### config.mk
export PLATFORM = sky130hd
export DESIGN_NAME = mcyc_ctrl_exc
export DESIGN_NICKNAME = d
export VERILOG_FILES = /design/src/rtl/mcyc_ctrl_exc.sv
export SDC_FILE = /design/constraint.sdc
export NUM_CORES = 1
export LEC_CHECK = 0
export CORE_MARGIN = 2
export CORE_UTILIZATION = 40
export CTS_BUF_LIST = sky130_fd_sc_hd__clkbuf_2
export DETAILED_ROUTE_END_ITERATION = 16
export DONT_BUFFER_PORTS = 1
export GPL_TIMING_DRIVEN = 0
export PLACE_DENSITY = 0.52
export SYNTH_ARGS = -nofsm -noshare
export SYNTH_HDL_FRONTEND = slang
export SYNTH_SLANG_ARGS = --single-unit
### constraint.sdc
create_clock -name clk -period 2.2 [get_ports clk]
set_input_delay 0.33 -clock clk [delete_from_list [all_inputs] [get_ports clk]]
set_output_delay 0.33 -clock clk [all_outputs]
set_load 0.02 [all_outputs]
### src/rtl/mcyc_ctrl_exc.sv
// ============================================================================
// mcyc_ctrl_exc : multi-cycle MIPS control FSM with precise exceptions
// Rev 1.0
// ============================================================================
`default_nettype none

module mcyc_ctrl_exc #(
  parameter int MEM_TIMEOUT = 16,
  parameter bit OVF_TRAP    = 1'b1
) (
  input  logic        clk,
  input  logic        reset,
  input  logic [31:0] Inst_in,
  input  logic        zero,
  input  logic        overflow,
  input  logic        MIO_ready,
  output logic        MemRead,
  output logic        MemWrite,
  output logic        IorD,
  output logic        IRWrite,
  output logic        RegWrite,
  output logic        ALUSrcA,
  output logic        PCWrite,
  output logic        PCWriteCond,
  output logic        Branch,
  output logic        CPU_MIO,
  output logic        ZeroExt,
  output logic [1:0]  RegDst,
  output logic [1:0]  MemtoReg,
  output logic [1:0]  ALUSrcB,
  output logic [1:0]  PCSource,
  output logic [2:0]  ALU_operation,
  output logic [4:0]  state_out,
  output logic        exc_valid,
  output logic [1:0]  exc_code
);

  typedef enum logic [4:0] {
    S_IF = 5'd0, S_ID = 5'd1, S_MEM_ADDR = 5'd2, S_MEM_RD = 5'd3,
    S_LW_WB = 5'd4, S_MEM_WR = 5'd5, S_R_EXE = 5'd6, S_R_WB = 5'd7,
    S_BR_EXE = 5'd8, S_J = 5'd9, S_I_EXE = 5'd10, S_I_WB = 5'd11,
    S_LUI_WB = 5'd12, S_JR = 5'd13, S_JAL = 5'd14, S_EXC = 5'd15
  } state_t;

  localparam logic [2:0] ALU_ADD = 3'b010, ALU_SUB = 3'b110, ALU_AND = 3'b000,
                         ALU_OR  = 3'b001, ALU_XOR = 3'b011, ALU_NOR = 3'b100,
                         ALU_SLT = 3'b111, ALU_SRL = 3'b101;

  localparam logic [5:0] OP_R = 6'b000000, OP_LW = 6'b100011, OP_SW = 6'b101011,
                         OP_BEQ = 6'b000100, OP_BNE = 6'b000101, OP_J = 6'b000010,
                         OP_JAL = 6'b000011, OP_ADDI = 6'b001000, OP_SLTI = 6'b001010,
                         OP_ANDI = 6'b001100, OP_ORI = 6'b001101, OP_XORI = 6'b001110,
                         OP_LUI = 6'b001111;
  localparam logic [5:0] FN_ADD = 6'b100000, FN_JR = 6'b001000;

  localparam int              CW        = (MEM_TIMEOUT > 0) ? $clog2(MEM_TIMEOUT + 1) : 1;
  localparam logic [CW-1:0]   WAIT_LAST = (MEM_TIMEOUT > 0) ? CW'(MEM_TIMEOUT - 1) : '0;

  state_t        state, next_state;
  logic [CW-1:0] wait_cnt;
  logic [1:0]    exc_cause;
  logic [5:0]    opcode, funct;
  logic [2:0]    r_op, i_op;
  logic          r_valid, i_zext;
  logic          bus_wait, timeout;
  logic          unused_ok;

  assign opcode    = Inst_in[31:26];
  assign funct     = Inst_in[5:0];
  assign state_out = state;
  // zero is consumed by the datapath through PCWriteCond/Branch
  assign unused_ok = ^{zero, Inst_in[25:6]};

  always_comb begin
    r_valid = 1'b1;
    r_op    = ALU_ADD;
    case (funct)
      6'b100000: r_op = ALU_ADD;
      6'b100010: r_op = ALU_SUB;
      6'b100100: r_op = ALU_AND;
      6'b100101: r_op = ALU_OR;
      6'b100110: r_op = ALU_XOR;
      6'b100111: r_op = ALU_NOR;
      6'b101010: r_op = ALU_SLT;
      6'b000010: r_op = ALU_SRL;
      default:   r_valid = 1'b0;
    endcase
    i_zext = 1'b0;
    i_op   = ALU_ADD;
    case (opcode)
      OP_ANDI: begin i_op = ALU_AND; i_zext = 1'b1; end
      OP_ORI:  begin i_op = ALU_OR;  i_zext = 1'b1; end
      OP_XORI: begin i_op = ALU_XOR; i_zext = 1'b1; end
      OP_SLTI: i_op = ALU_SLT;
      default: i_op = ALU_ADD;
    endcase
  end

  assign bus_wait = ((state == S_IF) || (state == S_MEM_RD) || (state == S_MEM_WR)) && !MIO_ready;
  assign timeout  = (MEM_TIMEOUT > 0) && bus_wait && (wait_cnt == WAIT_LAST);

  always_ff @(posedge clk or posedge reset) begin
    if (reset) state <= S_IF;
    else       state <= next_state;
  end

  always_comb begin
    next_state    = state;
    exc_cause     = 2'b00;
    MemRead       = 1'b0;
    MemWrite      = 1'b0;
    IorD          = 1'b0;
    IRWrite       = 1'b0;
    RegWrite      = 1'b0;
    ALUSrcA       = 1'b0;
    PCWrite       = 1'b0;
    PCWriteCond   = 1'b0;
    Branch        = 1'b0;
    CPU_MIO       = 1'b0;
    ZeroExt       = 1'b0;
    RegDst        = 2'b00;
    MemtoReg      = 2'b00;
    ALUSrcB       = 2'b00;
    PCSource      = 2'b00;
    ALU_operation = ALU_ADD;
    exc_valid     = 1'b0;
    case (state)
      S_IF: begin
        MemRead = 1'b1; CPU_MIO = 1'b1; ALUSrcB = 2'b01;
        PCWrite = MIO_ready; IRWrite = MIO_ready;
        if (MIO_ready)    next_state = S_ID;
        else if (timeout) begin next_state = S_EXC; exc_cause = 2'b11; end
      end
      S_ID: begin
        ALUSrcB = 2'b11;
        case (opcode)
          OP_R: begin
            if (funct == FN_JR) next_state = S_JR;
            else if (r_valid)   next_state = S_R_EXE;
            else begin next_state = S_EXC; exc_cause = 2'b01; end
          end
          OP_LW, OP_SW:                           next_state = S_MEM_ADDR;
          OP_BEQ, OP_BNE:                         next_state = S_BR_EXE;
          OP_J:                                   next_state = S_J;
          OP_JAL:                                 next_state = S_JAL;
          OP_ADDI, OP_ANDI, OP_ORI, OP_XORI, OP_SLTI: next_state = S_I_EXE;
          OP_LUI:                                 next_state = S_LUI_WB;
          default: begin next_state = S_EXC; exc_cause = 2'b01; end
        endcase
      end
      S_MEM_ADDR: begin
        ALUSrcA = 1'b1; ALUSrcB = 2'b10;
        next_state = (opcode == OP_LW) ? S_MEM_RD : S_MEM_WR;
      end
      S_MEM_RD: begin
        IorD = 1'b1; MemRead = 1'b1; CPU_MIO = 1'b1;
        if (MIO_ready)    next_state = S_LW_WB;
        else if (timeout) begin next_state = S_EXC; exc_cause = 2'b11; end
      end
      S_LW_WB: begin
        RegWrite = 1'b1; MemtoReg = 2'b01;
        next_state = S_IF;
      end
      S_MEM_WR: begin
        IorD = 1'b1; MemWrite = 1'b1; CPU_MIO = 1'b1;
        if (MIO_ready)    next_state = S_IF;
        else if (timeout) begin next_state = S_EXC; exc_cause = 2'b11; end
      end
      S_R_EXE: begin
        ALUSrcA = 1'b1; ALU_operation = r_op;
        if (OVF_TRAP && (funct == FN_ADD) && overflow) begin
          next_state = S_EXC; exc_cause = 2'b10;
        end else next_state = S_R_WB;
      end
      S_R_WB: begin
        RegWrite = 1'b1; RegDst = 2'b01; ALU_operation = r_op;
        next_state = S_IF;
      end
      S_BR_EXE: begin
        ALUSrcA = 1'b1; ALU_operation = ALU_SUB; PCWriteCond = 1'b1;
        PCSource = 2'b01; Branch = (opcode == OP_BEQ);
        next_state = S_IF;
      end
      S_J: begin
        PCWrite = 1'b1; PCSource = 2'b10;
        next_state = S_IF;
      end
      S_I_EXE: begin
        ALUSrcA = 1'b1; ALUSrcB = 2'b10; ALU_operation = i_op; ZeroExt = i_zext;
        if (OVF_TRAP && (opcode == OP_ADDI) && overflow) begin
          next_state = S_EXC; exc_cause = 2'b10;
        end else next_state = S_I_WB;
      end
      S_I_WB: begin
        RegWrite = 1'b1; ALU_operation = i_op; ZeroExt = i_zext;
        next_state = S_IF;
      end
      S_LUI_WB: begin
        RegWrite = 1'b1; MemtoReg = 2'b10;
        next_state = S_IF;
      end
      S_JR: begin
        PCWrite = 1'b1; PCSource = 2'b11;
        next_state = S_IF;
      end
      S_JAL: begin
        PCWrite = 1'b1; PCSource = 2'b10; RegWrite = 1'b1;
        RegDst = 2'b10; MemtoReg = 2'b11;
        next_state = S_IF;
      end
      S_EXC: begin
        PCWrite = 1'b1; exc_valid = 1'b1;
        next_state = S_IF;
      end
      default: next_state = S_IF;
    endcase
  end

  // Wait counter restarts on any handshake or state change, so each memory
  // access gets the full timeout window.
  always_ff @(posedge clk or posedge reset) begin
    if (reset) begin
      wait_cnt <= '0;
      exc_code <= 2'b00;
    end else begin
      if ((next_state == S_EXC) && (state != S_EXC)) exc_code <= exc_cause;
      if (bus_wait && (next_state == state) && (MEM_TIMEOUT > 0)) wait_cnt <= wait_cnt + 1'b1;
      else                                                       wait_cnt <= '0;
    end
  end

endmodule

`default_nettype wire

==> flow_summary.rst <==
.. list-table::
   :header-rows: 1

   * - Metric
     - Value
   * - Status
     - finished, final reports clean
   * - Area of the core
     - 3028 um2
   * - Die Y
     - 60.24 um
   * - Endpoint of the worst setup timing path
     - CPU_MIO
   * - Maximum root-to-sink buffer count
     - 2
   * - Routed wire length
     - 3.594 mm
   * - Max-Cap Viols
     - 0
   * - Number of enable flip-flop cells after synthesis
     - 0
   * - Endpoints failing hold
     - 0
   * - Leftover overflow at the end of global routing
     - 0
   * - Most frequently used flop master after synthesis
     - sky130_fd_sc_hd__dfrtp_1
   * - Number of library cell types mapped by synthesis
     - 50
   * - Root buffer selected by CTS
     - sky130_fd_sc_hd__clkbuf_2
   * - Top-Level Pins
     - 67
   * - Endpoint of the most critical register-to-register path
     - exc_code[0]
   * - Clock tree from TritonCTS
     - yes
   * - Global-route wire length before repair
     - 5.561 mm
   * - Routed via count divided by cell count
     - 5.762
   * - Synth area leader
     - sky130_fd_sc_hd__dfrtp_1
   * - Path depth of the worst reg2reg path
     - 8
   * - Part of the cycle the worst path needs
     - between 90% and 100%
   * - Net count after synthesis
     - 216
   * - Number of cells produced by synthesis
     - between 150 and 200
   * - Total die area
     - 3628 um2
   * - Total number of yosys warnings
     - 0
   * - Drc violations
     - 0
   * - Clock-pin slew on the worst setup and hold paths
     - 110 ps
   * - Pin slew with the least headroom to its limit
     - roughly 640 ps
   * - WS Path Type
     - reg -> out
   * - Number of clock sinks
     - 12
   * - Leakage power total
     - 0.6218 nW
   * - WL met2
     - 1.725 mm
   * - Portion of the post-synthesis area used by sequential elements
     - a little under a quarter
   * - Num CTS Buffers
     - 3
   * - Number of non-filler instances in the completed layout
     - 231
   * - Combined area of all synthesized cells
     - 1265 um2
   * - Detailed route wirelength on metal3
     - 225 um
   * - Depth of the CTS H-tree
     - 1
   * - IO Port Bufs
     - 0
   * - Final-report max-slew violation count
     - 0
   * - Detailed placement HPWL
     - 2.781 mm
   * - Antenna-violating nets left
     - 0
   * - Worst setup EP type
     - primary output
   * - Startpoint of the worst register-to-register path
     - state_out[1]
   * - Highest routed metal layer
     - met4
   * - Maximum number of pins on one net before global-route repair
     - 13
   * - Initial antenna violation count
     - 0
   * - Proportion of register bits with asynchronous set or reset after synthesis
     - 100.0%
   * - Mean post-synth cell area
     - approximately 7.1 um2
   * - 1st-iter DRT viols
     - 67
   * - Pre-CTS setup slack
     - -249.1 ps
   * - Number of vias after detailed routing
     - between 1000 and 1500
   * - Initial standard-cell utilization of the core
     - 41.78%
   * - Arrival time worst endpoint
     - around 1900 ps
   * - Synthesis-stage register bit count
     - 12
   * - Area added between synthesis and finish
     - 21.66%
   * - Fmax
     - 456.3 MHz
   * - Standard-cell rows
     - 20
   * - Unrepaired setup endpoints after global routing
     - yes
   * - Number of diodes added for antenna fixing
     - 0
   * - Post-synth top area share
     - 23.74%
   * - Met1 layer wirelength in the final routing
     - ~1.6 mm
   * - Post-route worst setup slack
     - 8.313 ps
   * - Critical path origin
     - state_out[3]
   * - Number of global-route vias before repair
     - 1202
   * - Leading post-synthesis cells by cell area
     - sky130_fd_sc_hd__dfrtp_1 24%, sky130_fd_sc_hd__nor2_1 8.0%, sky130_fd_sc_hd__nand2_1 5.0%, sky130_fd_sc_hd__nor3_1 3.6%, sky130_fd_sc_hd__o21ai_0 3.6%
   * - Worst hold-check path type
     - in -> reg
   * - Nets@finish
     - 227
   * - Worst-skew pair later-pin latency
     - 240 ps
   * - Final period demand of the worst path
     - 2192 ps
   * - Drt first pass iters
     - 4
   * - Max_slew headroom
     - 56.77%
   * - Clock Skew
     - 8.973 ps
   * - Setup slack, reg-to-reg
     - 40 ps
   * - Critical path peak fanout
     - 5
   * - Wire per inst
     - 15.56 um
   * - Die Width
     - 60.24 um
   * - Final setup violation count
     - 0
   * - Critical path required time
     - 1870 ps
   * - Max rail drop VDD
     - approximately 0.39 mV
   * - Fraction of final layout cells with drive strength greater than 1
     - 28.88%
   * - Dpl cells
     - 221
   * - GRT Resource Usage Total
     - 19.82%
   * - Final RePlAce weighted congestion
     - 0.8464
   * - Kind of start point of the critical path
     - flip-flop
   * - Total power draw
     - 1.302 mW
   * - Power density over the cells
     - 846.3 nW/um2
==> power breakdown <==
group	switching [mW]	leakage (nW)	internal (mW)
clock network	0.0627	0.0140	0.0396
logic	0.534	0.462	0.303
registers	0.0970	0.146	0.266
total	0.694	0.622	0.609
==> cells in the final DEF (no fill, tap or decap), types with 4 or more instances in the layout <==
master                     instances
sky130_fd_sc_hd__nor2_1           26
sky130_fd_sc_hd__dfrtp_2           4
sky130_fd_sc_hd__nand2_1          15
sky130_fd_sc_hd__inv_1             9
sky130_fd_sc_hd__nor3_1            4
sky130_fd_sc_hd__nand2b_1          5
sky130_fd_sc_hd__buf_2             4
sky130_fd_sc_hd__xnor2_1           4
sky130_fd_sc_hd__clkbuf_2          5
sky130_fd_sc_hd__dfrtp_1           8
sky130_fd_sc_hd__a21oi_1           7
sky130_fd_sc_hd__nand3_1           4
sky130_fd_sc_hd__o21ai_0           8
sky130_fd_sc_hd__nor2b_1           6
sky130_fd_sc_hd__nand4_1           5
sky130_fd_sc_hd__buf_4             5
==> Yosys cell counts (all sizes together), types with 3 or more instances <==
cell and count:
nor2 28, nand2 18, dfrtp 12, inv 10
nor3 9, o21ai 9, a21oi 8, nand2b 6
nand3 6, nor2b 6, nand4 5, and3 4
buf 4, clkbuf 4, or2 4, xnor2 4
o211ai 3, or3 3
==> critical path, cell delays in order (launching register included) <==
cell,delay (ps)
sky130_fd_sc_hd__dfrtp_2,510
sky130_fd_sc_hd__buf_6,150
sky130_fd_sc_hd__or3_4,400
sky130_fd_sc_hd__nor3b_4,340
sky130_fd_sc_hd__or2_4,220
==> worst min path at each step <==
stage	startpoint	to	slack, ps	depth (start not counted)
3_5_place_dp	reset	wait_cnt[2]	240	1
4_1_cts	overflow	exc_code[1]	380	3
2_1_floorplan	reset	exc_code[0]	190	1
6_report	Inst_in[30]	state_out[2]	390	2
3_3_place_gp	reset	wait_cnt[2]	240	1
5_1_grt	Inst_in[30]	state_out[2]	390	2
==> area by class of cell <==
type | instances | area (um2)
tap | 44 | 55.05
multi-input combinational | 147 | 1022
timing repair buffer | 6 | 47.55
clock inverter | 1 | 3.754
sequential | 12 | 305.3
fill | 313 | 1489
inverter | 10 | 37.54
clock buffer | 3 | 15.01
buffer | 8 | 52.55
==> registers in the layout, summed over array words and instances, names as in the netlist <==
| name | flops |
|---|---|
| state_out | 5 |
| wait_cnt | 5 |
| exc_code | 2 |
==> per-stage QoR <==
stage | util, % | hold slack (ps) | cell area, um2 | TNS (ps)
after floorplan | - | 194.7 | 1276 | 0
after CTS | 48.68 | 382.0 | 1474 | -41.54
after detailed placement | 43.97 | 243.6 | 1331 | -971.1
final | 50.83 | 389.1 | 1539 | 0
after global routing | 50.83 | 387.3 | 1539 | -204.2
after global placement | 43.97 | 236.7 | 1331 | -835.9
==> routing by layer <==
metal	up-vias	GRT usage (%)
li1	656	-
met1	635	27.33
met2	36	33.07
met3	4	2.597
met4	0	3.810
met5	-	0
==> repair_timing <==
action                                  in CTS  in global routing
gates cloned                                 0                  0
hold buffers                                 1                  0
endpoints found under the setup margin      20                 14
buffers inserted                             0                  5
hold endpoints to repair                    12                  0
resized for setup                           32                 11
pin swaps                                    3                  9
==> logic make-up after synthesis <==
logic type	synth area share (%)
DFF	23.74
buffers and inverters	6.429
muxes	0.8901
AOI/OAI and AO/OA	22.45
adders and majority gates	1.978
xor gates and xnor gates	4.154
and+or+nand+nor	40.06
other	0.2965
Note: power is estimated with default switching activity, not from simulation.
